`config.mk`:
```
export PLATFORM = sky130hd
export DESIGN_NAME = fd_stage
export DESIGN_NICKNAME = d
export VERILOG_FILES = /design/src/rtl/fd_stage_pkg.sv /design/src/rtl/fd_skid_buffer.sv /design/src/rtl/fd_stage.sv
export SDC_FILE = /design/constraint.sdc
export NUM_CORES = 1
export LEC_CHECK = 0
export ABC_AREA = 1
export BUFFER_PORTS_ARGS = -buffer_cell sky130_fd_sc_hd__buf_2
export CORE_MARGIN = 8
export CORE_UTILIZATION = 45
export CTS_BUF_LIST = sky130_fd_sc_hd__clkbuf_8
export DETAILED_ROUTE_END_ITERATION = 12
export HOLD_SLACK_MARGIN = 0.1
export PLACE_DENSITY = 0.8
export SYNTH_ARGS = -nofsm -noshare
export SYNTH_HDL_FRONTEND = slang
export SYNTH_SLANG_ARGS = --single-unit
```
`constraint.sdc`:
```
create_clock -name clock -period 1.94 [get_ports clock]
set_input_delay 0.097 -clock clock [delete_from_list [all_inputs] [get_ports clock]]
set_output_delay 0.097 -clock clock [all_outputs]
set_load 0.01 [all_outputs]
```
`src/rtl/fd_stage_pkg.sv`:
```
// Shared definitions for the fetch-to-decode stage: instruction field
// positions, opcode constants and small decode helpers.
package fd_stage_pkg;

  localparam int INSN_W = 32;
  localparam logic [INSN_W-1:0] NOP_WORD = 32'h0000_0000;

  // Field bit positions within the instruction word
  localparam int OPC_HI    = 31;
  localparam int OPC_LO    = 27;
  localparam int RD_HI     = 26;
  localparam int RD_LO     = 22;
  localparam int RS_HI     = 21;
  localparam int RS_LO     = 17;
  localparam int RT_HI     = 16;
  localparam int RT_LO     = 12;
  localparam int SHAMT_HI  = 11;
  localparam int SHAMT_LO  = 7;
  localparam int ALUOP_HI  = 6;
  localparam int ALUOP_LO  = 2;
  localparam int IMM_HI    = 16;
  localparam int TARGET_HI = 26;

  typedef enum logic [4:0] {
    OP_ALU  = 5'b00000,
    OP_J    = 5'b00001,
    OP_BNE  = 5'b00010,
    OP_JAL  = 5'b00011,
    OP_JR   = 5'b00100,
    OP_ADDI = 5'b00101,
    OP_BLT  = 5'b00110,
    OP_SW   = 5'b00111,
    OP_LW   = 5'b01000,
    OP_SETX = 5'b10101,
    OP_BEX  = 5'b10110
  } opcode_e;

  // Opcodes that carry a 17-bit immediate
  function automatic logic op_is_itype(input logic [4:0] op);
    return (op == OP_ADDI) || (op == OP_SW) || (op == OP_LW) ||
           (op == OP_BNE)  || (op == OP_BLT);
  endfunction

  // Opcodes whose second register read uses the rd field instead of rt
  function automatic logic op_reads_rd(input logic [4:0] op);
    return (op == OP_SW) || (op == OP_BNE) || (op == OP_BLT) || (op == OP_JR);
  endfunction

endpackage

```
`src/rtl/fd_skid_buffer.sv`:
```
// Two-entry in-order buffer (skid buffer). Push/pop arrive pre-qualified;
// flush empties the buffer and overrides any push or pop in the same cycle.
// rdata shows the head entry, or zero when empty.
module fd_skid_buffer #(
  parameter int W = 44
) (
  input  logic         clock,
  input  logic         reset_n,
  input  logic         push,
  input  logic         pop,
  input  logic         flush,
  input  logic [W-1:0] wdata,
  output logic [W-1:0] rdata,
  output logic [1:0]   count
);

  logic [W-1:0] mem0, mem1;
  logic         head, tail;
  logic [1:0]   count_q;

  // Pointer, occupancy and storage update; flush wins over push/pop
  always_ff @(posedge clock or negedge reset_n) begin
    if (!reset_n) begin
      mem0    <= '0;
      mem1    <= '0;
      head    <= 1'b0;
      tail    <= 1'b0;
      count_q <= 2'd0;
    end else if (flush) begin
      head    <= 1'b0;
      tail    <= 1'b0;
      count_q <= 2'd0;
    end else begin
      if (push) begin
        if (tail) mem1 <= wdata;
        else      mem0 <= wdata;
        tail <= ~tail;
      end
      if (pop) head <= ~head;
      count_q <= count_q + {1'b0, push} - {1'b0, pop};
    end
  end

  // Head entry, forced to zero when the buffer is empty
  always_comb begin
    rdata = '0;
    if (count_q != 2'd0) rdata = head ? mem1 : mem0;
  end

  assign count = count_q;

endmodule

```
`src/rtl/fd_stage.sv`:
```
// Fetch-to-decode pipeline stage: buffers fetched instructions in a
// two-entry skid buffer and slices the head entry into decode fields.
// Optional feature macro: FD_STALL_COUNT_EN adds a saturating 32-bit
// stall_count output counting cycles with out_valid && !out_ready.
//
// Handshake: a transfer occurs on a rising edge where valid && ready are
// both high and flush is low; valid never waits on ready, ready depends
// only on registered occupancy, and data holds while valid && !ready.
module fd_stage
  import fd_stage_pkg::*;
#(
  parameter int PC_W = 12
) (
  input  logic            clock,
  input  logic            reset_n,
  input  logic            in_valid,
  output logic            in_ready,
  input  logic [31:0]     in_insn,
  input  logic [PC_W-1:0] in_pc,
  input  logic            flush,
  output logic            out_valid,
  input  logic            out_ready,
  output logic [31:0]     out_insn,
  output logic [PC_W-1:0] out_pc,
  output logic [4:0]      opcode,
  output logic [4:0]      rd,
  output logic [4:0]      rs,
  output logic [4:0]      rt,
  output logic [4:0]      shamt,
  output logic [4:0]      aluop,
  output logic [4:0]      rs2_sel,
  output logic [16:0]     imm17,
  output logic [26:0]     target,
  output logic            is_itype
`ifdef FD_STALL_COUNT_EN
  ,
  output logic [31:0]     stall_count
`endif
);

  localparam int ENTRY_W = INSN_W + PC_W;

  logic [1:0]         count;
  logic [ENTRY_W-1:0] head_entry;
  logic               push, pop;

  assign in_ready  = (count != 2'd2);
  assign out_valid = (count != 2'd0);
  assign push      = in_valid && in_ready && !flush;
  assign pop       = out_valid && out_ready && !flush;

  fd_skid_buffer #(.W(ENTRY_W)) u_buf (
    .clock   (clock),
    .reset_n (reset_n),
    .push    (push),
    .pop     (pop),
    .flush   (flush),
    .wdata   ({in_pc, in_insn}),
    .rdata   (head_entry),
    .count   (count)
  );

  assign out_insn = head_entry[INSN_W-1:0];
  assign out_pc   = head_entry[ENTRY_W-1:INSN_W];

  // Decode fields are plain slices of the head word (zero when empty)
  always_comb begin
    opcode   = out_insn[OPC_HI:OPC_LO];
    rd       = out_insn[RD_HI:RD_LO];
    rs       = out_insn[RS_HI:RS_LO];
    rt       = out_insn[RT_HI:RT_LO];
    shamt    = out_insn[SHAMT_HI:SHAMT_LO];
    aluop    = out_insn[ALUOP_HI:ALUOP_LO];
    imm17    = out_insn[IMM_HI:0];
    target   = out_insn[TARGET_HI:0];
    is_itype = op_is_itype(opcode);
    rs2_sel  = op_reads_rd(opcode) ? rd : rt;
  end

`ifdef FD_STALL_COUNT_EN
  // Saturating count of back-pressured cycles; flush does not clear it
  always_ff @(posedge clock or negedge reset_n) begin
    if (!reset_n)                                   stall_count <= '0;
    else if (out_valid && !out_ready && (stall_count != 32'hFFFF_FFFF))
                                                    stall_count <= stall_count + 32'd1;
  end
`endif

endmodule

```
==> results.sh, run 1 <==
export IMPL_status="finished with violations"
export IMPL_violations="negative setup slack"
export IMPL_insertion_delay_ns=0.34
export IMPL_postSynthCellCount=610
export IMPL_drt_met1_wl_mm=5.47
export IMPL_placed_area_um2=5340
export IMPL_synthToLayoutAreaGrowth_pct=27.8
export IMPL_worst_clock_skew_ns=0.00907
export IMPL_rsz0062_at_grt="yes"
export IMPL_synth_compound_area_share_pct=14.5
export IMPL_yosys_area_top_type="dfrtp_1"
export IMPL_rows=38
export IMPL_final_util_pct=58.2
export IMPL_crit_top_cell="nor2_4"
export IMPL_ant_nets=0
export IMPL_clockBufferDepth=2
export IMPL_slew_viol_final=0
export IMPL_r2r_cells=9
export IMPL_root_buffer="clkbuf_8"
export IMPL_synthTopCellsByArea="dfrtp_1 (47%), nand2_1 (15%), buf_4 (12%)"
export IMPL_ir_drop_mv=0.484
export IMPL_finalHoldViolCount=0
export IMPL_drive_gt1_share_pct=33.2
export IMPL_powerDensity_nw_per_um2=1210
export IMPL_num_vias=4314
export IMPL_via_per_inst=4.80
export IMPL_antenna_cells=0
export IMPL_io_pins=175
export IMPL_wl_met2_mm=6.64
export IMPL_synth_cell_types=26
export IMPL_timing_final_crit_share_pct=100
export IMPL_die_x_um=120
export IMPL_synth_top_family_by_area="buffers and inverters"
export IMPL_portBuffers=174
export IMPL_setup_viol=1
export IMPL_period_minus_slack_ns=1.94
export IMPL_route_met3_wl_um=996
export IMPL_antenna_found_initial=0
export IMPL_fin_tns_setup_ns=-0.00298
export IMPL_reg2reg_from="u_buf.count[1]"
export IMPL_drcViolationCount=0
export IMPL_dp_cells=830
export IMPL_cts_inserted_buffers=9
export IMPL_initial_core_util_pct=45.5
export IMPL_r2r_slack_ns=0.16
export IMPL_fin_area_um2=6250
export IMPL_regArea_um2=2300
export IMPL_crit_fanout=7
export IMPL_cp_start_kind="flip-flop"
export IMPL_relSlewSlack_pct=67.0
export IMPL_place_congestion=0.837
export IMPL_finalWorstSetupSlack_ns=-0.00298
export IMPL_endpoint="rs2_sel[1]"
export IMPL_synth_seq_cells=92
export IMPL_synth_flop_cell="dfrtp_1"
export IMPL_dieArea_um2=14500
export IMPL_fin_nets=805
export IMPL_place_hpwl_mm=8.44
export IMPL_r2r_end="u_buf.count[1]"
export IMPL_cpMaxStageDelayCell="dfrtp_2"
export IMPL_ys_seq_area_share_pct=47.1
export IMPL_arrival_ns=1.85
export IMPL_synth_simple_gate_area_share_pct=18.2
export IMPL_synthMostInstantiatedCell="nand2_1"
export IMPL_drt_wirelength_per_cell_um=14.7
export IMPL_worst_pin_slew_ns=0.496
export IMPL_stdcell_count=899
export IMPL_worst_hold_slack_ns=0.273
export IMPL_first_pass_iters=5
export IMPL_grt_pass1_vias=4294
export IMPL_crit_type="flip-flop to primary output"
export IMPL_synth_xor_area_share_pct=0.358
export IMPL_grt_overflow=0
export IMPL_highest_layer="met4"
export IMPL_crit_start="u_buf.head"
export IMPL_cp_end_kind="primary output"
export IMPL_p_leak_uw=0.00345
export IMPL_fmax_mhz=515
export IMPL_crit_chain="buf_6 > nor2_4 > nor2_4 > nand3_2 > nand2_4 > buf_12 > nand4_1 > nand2_1 > buf_2"
export IMPL_hold_class="input pin to asynchronous set/reset pin"
export IMPL_synth_area_per_cell_um2=8.02
export IMPL_synthArstFlopShare_pct=100
export IMPL_die_y_um=120
export IMPL_synth_area_um2=4890
export IMPL_grt_usage_pct=17.5
export IMPL_core_area_um2=10700
export IMPL_multi_input_area_um2=1780
export IMPL_synth_mux_area_share_pct=0
export IMPL_wl_mm=13.2
export IMPL_synthAdderAreaFrac_pct=0.512
export IMPL_yosys_warnings=0
export IMPL_critPathRequiredTime_ns=1.84
export IMPL_syn_nets=661
export IMPL_synthTopCellsByCount="nand2_1 (192), dfrtp_1 (92), buf_4 (75), inv_1 (53), o21ai_0 (52)"
export IMPL_grt_max_degree=90
export IMPL_cts_tree="yes"
export IMPL_cts_sinks=92
export IMPL_drtIter0Drc=300
export IMPL_fillers=990
export IMPL_cts_clk_slew_worst_paths_ns=0.09
export IMPL_timing_max_cap_violations=0
export IMPL_critPathMaxStageDelay_ns=0.53
export IMPL_yosysTopAreaCellShare_pct=47.1
export IMPL_htree_levels=3
export IMPL_synth_edff_count=0
export IMPL_grt_pass1_wl_mm=21.0
-- placed cells by master, fill, tap and decap left out, types with 2 or more instances in the layout --
cell type / synthesis / routed
nand2_2: 2 / 10
nand2_4: 2 / 3
inv_1: 53 / 54
dfrtp_1: 92 / 91
buf_4: 75 / 5
nor2_1: 8 / 6
nor2_4: 1 / 3
inv_2: 3 / 3
clkbuf_8: 0 / 9
clkinvlp_4: 0 / 3
buf_2: 18 / 173
buf_12: 0 / 6
a21oi_1: 43 / 33
o21ai_0: 52 / 51
o21ai_2: 9 / 10
nand4_1: 5 / 5
dlygate4sd3_1: 0 / 48
nand2_1: 192 / 183
ha_1: 2 / 2
buf_6: 5 / 5
nand3_4: 0 / 3
a21oi_2: 0 / 10
o21ai_1: 31 / 30
-- report_power, final --
part           switching [uW]  leakage, uW  internal [uW]
combinational            1940      0.00220           1330
clock                     675    0.0000945            592
sequential                425      0.00115           2640
total                    3040      0.00345           4560
-- cells by family after synthesis --
family	Yosys count
AND/OR/NAND/NOR	218
buffers and inverters	161
AO/OA/AOI/OAI	135
flip-flops	92
XOR/XNOR	2
adder cells (fa/ha/maj)	2
-- registers in the layout (all words and copies together) (netlist names) --
| register | count |
|---|---|
| u_buf.count | 2 |
| u_buf.head | 1 |
| u_buf.mem1 | 44 |
| u_buf.mem0 | 44 |
| u_buf.tail | 1 |
-- critical path: cells and delay by family, from the launching register on --
| family | cells | cell delay, ns |
|---|---|---|
| DFF | 1 | 0.53 |
| buffers and inverters | 3 | 0.39 |
| and+or+nand+nor | 6 | 0.57 |
-- worst min path at each step --
| stage | from | endpoint | cells after the start |
|---|---|---|---|
| after floorplan | reset_n | u_buf.count[0] | 0 |
| after global placement | reset_n | u_buf.mem0[18] | 1 |
| after detailed placement | reset_n | u_buf.mem0[18] | 1 |
| after CTS | reset_n | u_buf.mem0[18] | 2 |
| after global routing | reset_n | u_buf.mem0[9] | 2 |
| final | reset_n | u_buf.mem1[19] | 2 |
-- routing by layer --
layer	vias up	global-route usage, %
li1	2129	-
met5	-	0
met2	153	31.1
met4	0	4.29
met1	2022	20.7
met3	10	4.43
-- stage by stage --
stage | setup slack, ns | power [uW]
finish | -0.00298 | 7590
global route | -0.0790 | 8200
CTS | 0.00558 | 7300
detailed placement | 0.220 | 5900
global placement | 0.271 | 5810
floorplan | 0.330 | 5260
-- repair_timing --
| item | in CTS | in global routing |
|---|---|---|
| setup endpoints to repair | 21 | 39 |
| pin swaps | 0 | 17 |
| resized for setup | 12 | 37 |
| cloned | 0 | 1 |
| buffers inserted | 0 | 4 |
| hold buffers | 48 | 0 |
| hold endpoints to repair | 127 | 0 |
-- layout make-up --
type | instances | share of cell area (%)
sequential | 92 | 36.8
tap | 140 | 2.80
clock buffer | 9 | 1.98
timing repair buffer | 238 | 25.4
clock inverter | 7 | 1.10
inverter | 56 | 3.48
multi-input combinational | 357 | 28.4
(Power assumes the default switching activity.)
==> run 2: changes to the inputs <==
--- a/config.mk
+++ b/config.mk
@@ -8,2 +8,3 @@
 export ABC_AREA = 1
+export ABC_CLOCK_PERIOD_IN_PS = 1940
 export BUFFER_PORTS_ARGS = -buffer_cell sky130_fd_sc_hd__buf_2
--- a/constraint.sdc
+++ b/constraint.sdc
@@ -3,2 +3,2 @@
 set_output_delay 0.097 -clock clock [all_outputs]
-set_load 0.01 [all_outputs]
+set_load 0.02 [all_outputs]
==> run 2 against run 1 <==
The run now ends clean. Sequential power is essentially flat. Routed wire length up 2.9%. Flip-flop and latch count unchanged. Worst setup slack better by 0.021 ns. Clock power increased by 15%. Critical path depth decreased by 1. Sequential share of layout area is 1.6 points lower. Utilization is 2.6 points higher. Power increased by 12%. Via count rose by 1.6%. Largest power group unchanged.
==> results.sh, run 2 (synthesis results as in run 1) <==
export IMPL_worst_clock_skew_ns=0.0126
export IMPL_final_common_cell="nand2_1"
export IMPL_relSlewSlack_pct=64.3
export IMPL_cts_sinks=92
export IMPL_cp_start_kind="flip-flop"
export IMPL_fillers=904
export IMPL_timing_max_cap_violations=0
export IMPL_drcViolationCount=0
export IMPL_period_minus_slack_ns=1.92
export IMPL_num_vias=4381
export IMPL_initial_core_util_pct=45.5
export IMPL_drive_gt1_share_pct=35.1
export IMPL_crit_type="flip-flop to primary output"
export IMPL_r2r_slack_ns=0.23
export IMPL_core_area_um2=10700
export IMPL_p_leak_uw=0.00359
export IMPL_antenna_found_initial=0
export IMPL_wl_mm=13.6
export IMPL_grt_max_degree=46
export IMPL_io_pins=175
export IMPL_grt_usage_pct=17.7
export IMPL_ir_drop_mv=0.549
export IMPL_worst_pin_slew_ns=0.536
export IMPL_grt_pass1_wl_mm=21.1
export IMPL_cts_tree="yes"
export IMPL_rsz0062_at_grt="yes"
export IMPL_cts_inserted_buffers=9
export IMPL_insertion_delay_ns=0.36
export IMPL_cp_end_kind="primary output"
export IMPL_timing_final_crit_share_pct=99.1
export IMPL_worst_hold_slack_ns=0.261
export IMPL_grt_pass1_vias=4313
export IMPL_die_x_um=120
export IMPL_synthToLayoutAreaGrowth_pct=33.5
export IMPL_rows=38
export IMPL_root_buffer="clkbuf_8"
export IMPL_regArea_um2=2300
export IMPL_slew_viol_final=0
export IMPL_stdcell_count=916
export IMPL_htree_levels=3
export IMPL_critPathRequiredTime_ns=1.84
export IMPL_fmax_mhz=520
export IMPL_hold_class="input pin to asynchronous set/reset pin"
export IMPL_finalHoldViolCount=0
export IMPL_portBuffers=174
export IMPL_drtIter0Drc=290
export IMPL_place_hpwl_mm=8.74
export IMPL_multi_input_area_um2=1780
export IMPL_die_y_um=120
export IMPL_final_util_pct=60.7
export IMPL_clockBufferDepth=2
export IMPL_antenna_cells=0
export IMPL_p_total_uw=8510
export IMPL_ant_nets=0
export IMPL_drt_wirelength_per_cell_um=14.8
export IMPL_layout_common_cells="nand2_1 (183), buf_2 (163), dfrtp_1 (91)"
export IMPL_status="complete, no violations"
export IMPL_fin_nets=822
export IMPL_cts_clk_slew_worst_paths_ns=0.10
export IMPL_dieArea_um2=14500
export IMPL_dp_cells=836
export IMPL_grt_overflow=0
export IMPL_arrival_ns=1.83
export IMPL_powerDensity_nw_per_um2=1300
export IMPL_crit_fanout=6
export IMPL_r2r_cells=9
export IMPL_setup_viol=0
export IMPL_first_pass_iters=5
export IMPL_place_congestion=0.817
export IMPL_via_per_inst=4.78
-- run 2: cell types whose count changed in the layout (fill, tap and decap cells not counted), sizes merged --
cell	change
bufinv	+1
clkbuf	+1
clkinvlp	-3
clkinv	+1
inv	+1
buf	+16
-- run 2: cell type report --
class | instances | share of cell area [%]
sequential | 92 | 35.3
timing repair buffer | 255 | 28.0
multi-input combinational | 357 | 27.3
inverter | 56 | 3.30
tap | 140 | 2.68
clock buffer | 9 | 1.90
clock inverter | 7 | 1.59
-- run 2: worst max-delay path, stage by stage (launching register included) --
cell     delay [ns]
dfrtp_2        0.50
buf_4          0.18
buf_16         0.11
buf_12         0.09
nand2_1        0.05
a21oi_2        0.24
nand2_1        0.10
nand2_1        0.06
buf_4          0.13
-- run 2: report_power, final --
group | switching [uW] | internal (uW) | leakage, uW
Clock | 710 | 749 | 0.000116
Sequential | 427 | 2640 | 0.00115
Combinational | 2490 | 1500 | 0.00232
Total | 3630 | 4880 | 0.00359
-- run 2: path summary, 6_finish.rpt --
kind,from,to
min in group clock,u_buf.mem0[16],u_buf.mem0[16]
max in group asynchronous,reset_n,u_buf.mem0[35]
setup / recovery,u_buf.head,rs2_sel[2]
hold / removal,reset_n,u_buf.mem1[18]
hold reg to reg,u_buf.mem0[16],u_buf.mem0[16]
setup reg to reg,u_buf.count[1],u_buf.count[1]
-- run 2: stage by stage --
step           instance area [um2]  setup slack, ns  TNS [ns]
2_1_floorplan                 4890            0.140         0
3_3_place_gp                  5410            0.298         0
3_5_place_dp                  5410            0.233         0
4_1_cts                       6280         0.000607         0
5_1_grt                       6530          -0.0579    -0.498
6_report                      6530           0.0177         0
-- run 2: repair_timing --
item / CTS / global route
buffers inserted: 6 / 8
setup endpoints to repair: 10 / 34
pin swaps: 6 / 10
gates resized for setup: 21 / 42
hold buffers: 48 / 0
hold endpoints to repair: 129 / 0
gates cloned: 1 / 2
-- run 2: routing by layer --
metal	wire length, um	GRT usage (%)	vias to the layer above
met5	0	0	-
met4	130	6.56	0
met3	830	4.34	12
met2	7070	30.3	141
met1	5560	21.1	2064
li1	-	-	2164
==> run 3: changes to the inputs <==
- RECOVER_POWER: not set -> 25
==> run 3 against run 2 <==
Clock skew shrank 0.00081 ns. Routed wire length is the same. Final cell count stayed put. Clock power barely moved. Register-to-register slack hardly changed. Via count is 0.37% higher. Die area stayed put. Worst hold slack gained 0.19 ns. Count of clock-buffer cells in the layout did not move. Critical path depth unchanged. Sequential share of layout area is essentially flat. First-iteration DRC count up 3.4%.
==> results.sh, run 3 (synthesis results as in run 1) <==
export IMPL_grt_pass1_vias=4313
export IMPL_cpMaxStageDelayCell="dfrtp_2"
export IMPL_timing_final_crit_share_pct=98.8
export IMPL_fin_nets=822
export IMPL_swShare_pct=42.7
export IMPL_finalWorstSetupSlack_ns=0.0227
export IMPL_grt_usage_pct=17.7
export IMPL_hold_class="input pin to asynchronous set/reset pin"
export IMPL_via_per_inst=4.80
export IMPL_critPathMaxStageDelay_ns=0.50
export IMPL_rsz0062_at_grt="yes"
export IMPL_final_util_pct=60.7
export IMPL_p_clk_share_pct=17.2
export IMPL_p_seq_share_pct=36.0
export IMPL_cp_start_kind="flip-flop"
export IMPL_synthToLayoutAreaGrowth_pct=33.3
export IMPL_intPower_uw=4880
export IMPL_fmax_mhz=522
export IMPL_timing_max_cap_violations=0
export IMPL_dieArea_um2=14500
export IMPL_core_area_um2=10700
export IMPL_ant_nets=0
export IMPL_final_common_cell="nand2_1"
export IMPL_combPwrFrac_pct=46.8
export IMPL_worst_pin_slew_ns=1.02
export IMPL_cp_buffers_inverters=4
export IMPL_cts_tree="yes"
export IMPL_regArea_um2=2300
export IMPL_clockBufferDepth=2
export IMPL_crit_top_cell="nand2_1"
export IMPL_insertion_delay_ns=0.36
export IMPL_status="complete, no violations"
export IMPL_grt_pass1_wl_mm=21.1
export IMPL_finalHoldViolCount=0
export IMPL_crit_fanout=6
export IMPL_relSlewSlack_pct=31.8
export IMPL_antenna_found_initial=0
export IMPL_io_pins=175
export IMPL_slew_viol_final=0
export IMPL_antenna_cells=0
export IMPL_drt_wirelength_per_cell_um=14.8
export IMPL_fillers=907
export IMPL_die_x_um=120
export IMPL_ir_drop_mv=0.549
export IMPL_root_buffer="clkbuf_8"
export IMPL_drive_gt1_share_pct=34.9
export IMPL_place_congestion=0.817
export IMPL_cts_sinks=92
export IMPL_rows=38
export IMPL_portBuffers=174
export IMPL_num_vias=4397
export IMPL_p_leak_uw=0.00358
export IMPL_multi_input_area_um2=1780
export IMPL_wl_mm=13.6
export IMPL_layout_common_cells="nand2_1 (183), buf_2 (163), dfrtp_1 (91)"
export IMPL_first_pass_iters=5
export IMPL_crit_type="flip-flop to primary output"
export IMPL_path_delay_family="buffers and inverters"
export IMPL_setup_viol=0
export IMPL_crit_chain="buf_4 > buf_16 > buf_12 > nand2_1 > a21oi_2 > nand2_1 > nand2_1 > buf_4"
export IMPL_die_y_um=120
export IMPL_cts_inserted_buffers=9
export IMPL_arrival_ns=1.82
export IMPL_grt_overflow=0
export IMPL_pre_cts_ws_ns=0.233
export IMPL_powerDensity_nw_per_um2=1310
export IMPL_worst_clock_skew_ns=0.0117
export IMPL_netSwitchingPower_uw=3630
export IMPL_period_minus_slack_ns=1.92
export IMPL_cts_clk_slew_worst_paths_ns=0.10
export IMPL_drcViolationCount=0
export IMPL_grt_max_degree=46
export IMPL_drtIter0Drc=300
export IMPL_cp_end_kind="primary output"
export IMPL_htree_levels=3
export IMPL_place_hpwl_mm=8.74
export IMPL_critPathRequiredTime_ns=1.84
export IMPL_initial_core_util_pct=45.5
[run 3: changes by cell type in the layout (fill, tap and decap cells not counted), sizes merged]
cell,change
buf,-2
clkbuf,+2
[run 3: per-layer routing]
metal  global-route usage, %  share of wire [%]
met1                    21.1                 41
met2                    30.3                 52
met3                    4.34                6.1
met4                    6.56                1.2
met5                       0                  0
[run 3: power by group through the flow]
stage | sequential, uW | combinational [uW] | clock, uW
6_report | 3060 | 3990 | 1460
5_1_grt | 3150 | 4360 | 1590
4_1_cts | 3040 | 3670 | 1500
3_5_place_dp | 3070 | 3420 | 0
3_3_place_gp | 3050 | 3350 | 0
2_1_floorplan | 2960 | 2800 | 0
[run 3: cell type report]
cell class | instances | share of cell area, %
clock buffers | 9 | 1.90
clock inverters | 7 | 1.59
inverters | 56 | 3.30
multi-input cells | 357 | 27.3
flip-flops and latches | 92 | 35.3
well taps | 140 | 2.69
repair buffers | 255 | 27.9
[run 3: worst reg2reg max path, cell delays in order, from the launching register on]
cell and delay (ns):
dfrtp_1 0.45, nor2_4 0.18, inv_2 0.12, nand2_1 0.11, nor2_1 0.05, ha_1 0.26
inv_1 0.04, ha_1 0.19, xor2_1 0.15, nor2_1 0.05
[run 3: repair_timing]
| action | CTS | global route |
|---|---|---|
| endpoints found under the setup margin | 10 | 34 |
| gates cloned | 1 | 2 |
| pin swaps | 6 | 10 |
| buffers inserted | 6 | 8 |
| resized for setup | 21 | 42 |
| hold buffers | 48 | 0 |
| endpoints found under the hold margin | 129 | 0 |
[run 3: final timing paths]
| path | depth (start not counted) | end | slack [ns] | start |
|---|---|---|---|---|
| worst min register to register | 2 | u_buf.mem0[16] | 0.49 | u_buf.mem0[16] |
| worst min-delay path | 2 | u_buf.mem1[18] | 0.45 | reset_n |
| max in group asynchronous | 3 | u_buf.mem0[29] | 0.50 | reset_n |
| min in group clock | 2 | u_buf.mem0[16] | 0.49 | u_buf.mem0[16] |
| worst max-delay path | 8 | rs2_sel[2] | 0.02 | u_buf.head |
| worst max register to register | 9 | u_buf.count[1] | 0.23 | u_buf.count[1] |
[run 3: per-stage QoR]
stage | hold slack [ns] | cells | area (um2) | total power [uW] | TNS, ns
after floorplan | -0.199 | 610 | 4890 | 5760 | 0
after global placement | 0.102 | 836 | 5410 | 6400 | 0
after detailed placement | 0.109 | 836 | 5410 | 6490 | 0
after CTS | 0.257 | 906 | 6280 | 8210 | 0
after global routing | 0.499 | 916 | 6520 | 9100 | -0.498
final | 0.449 | 916 | 6520 | 8510 | 0
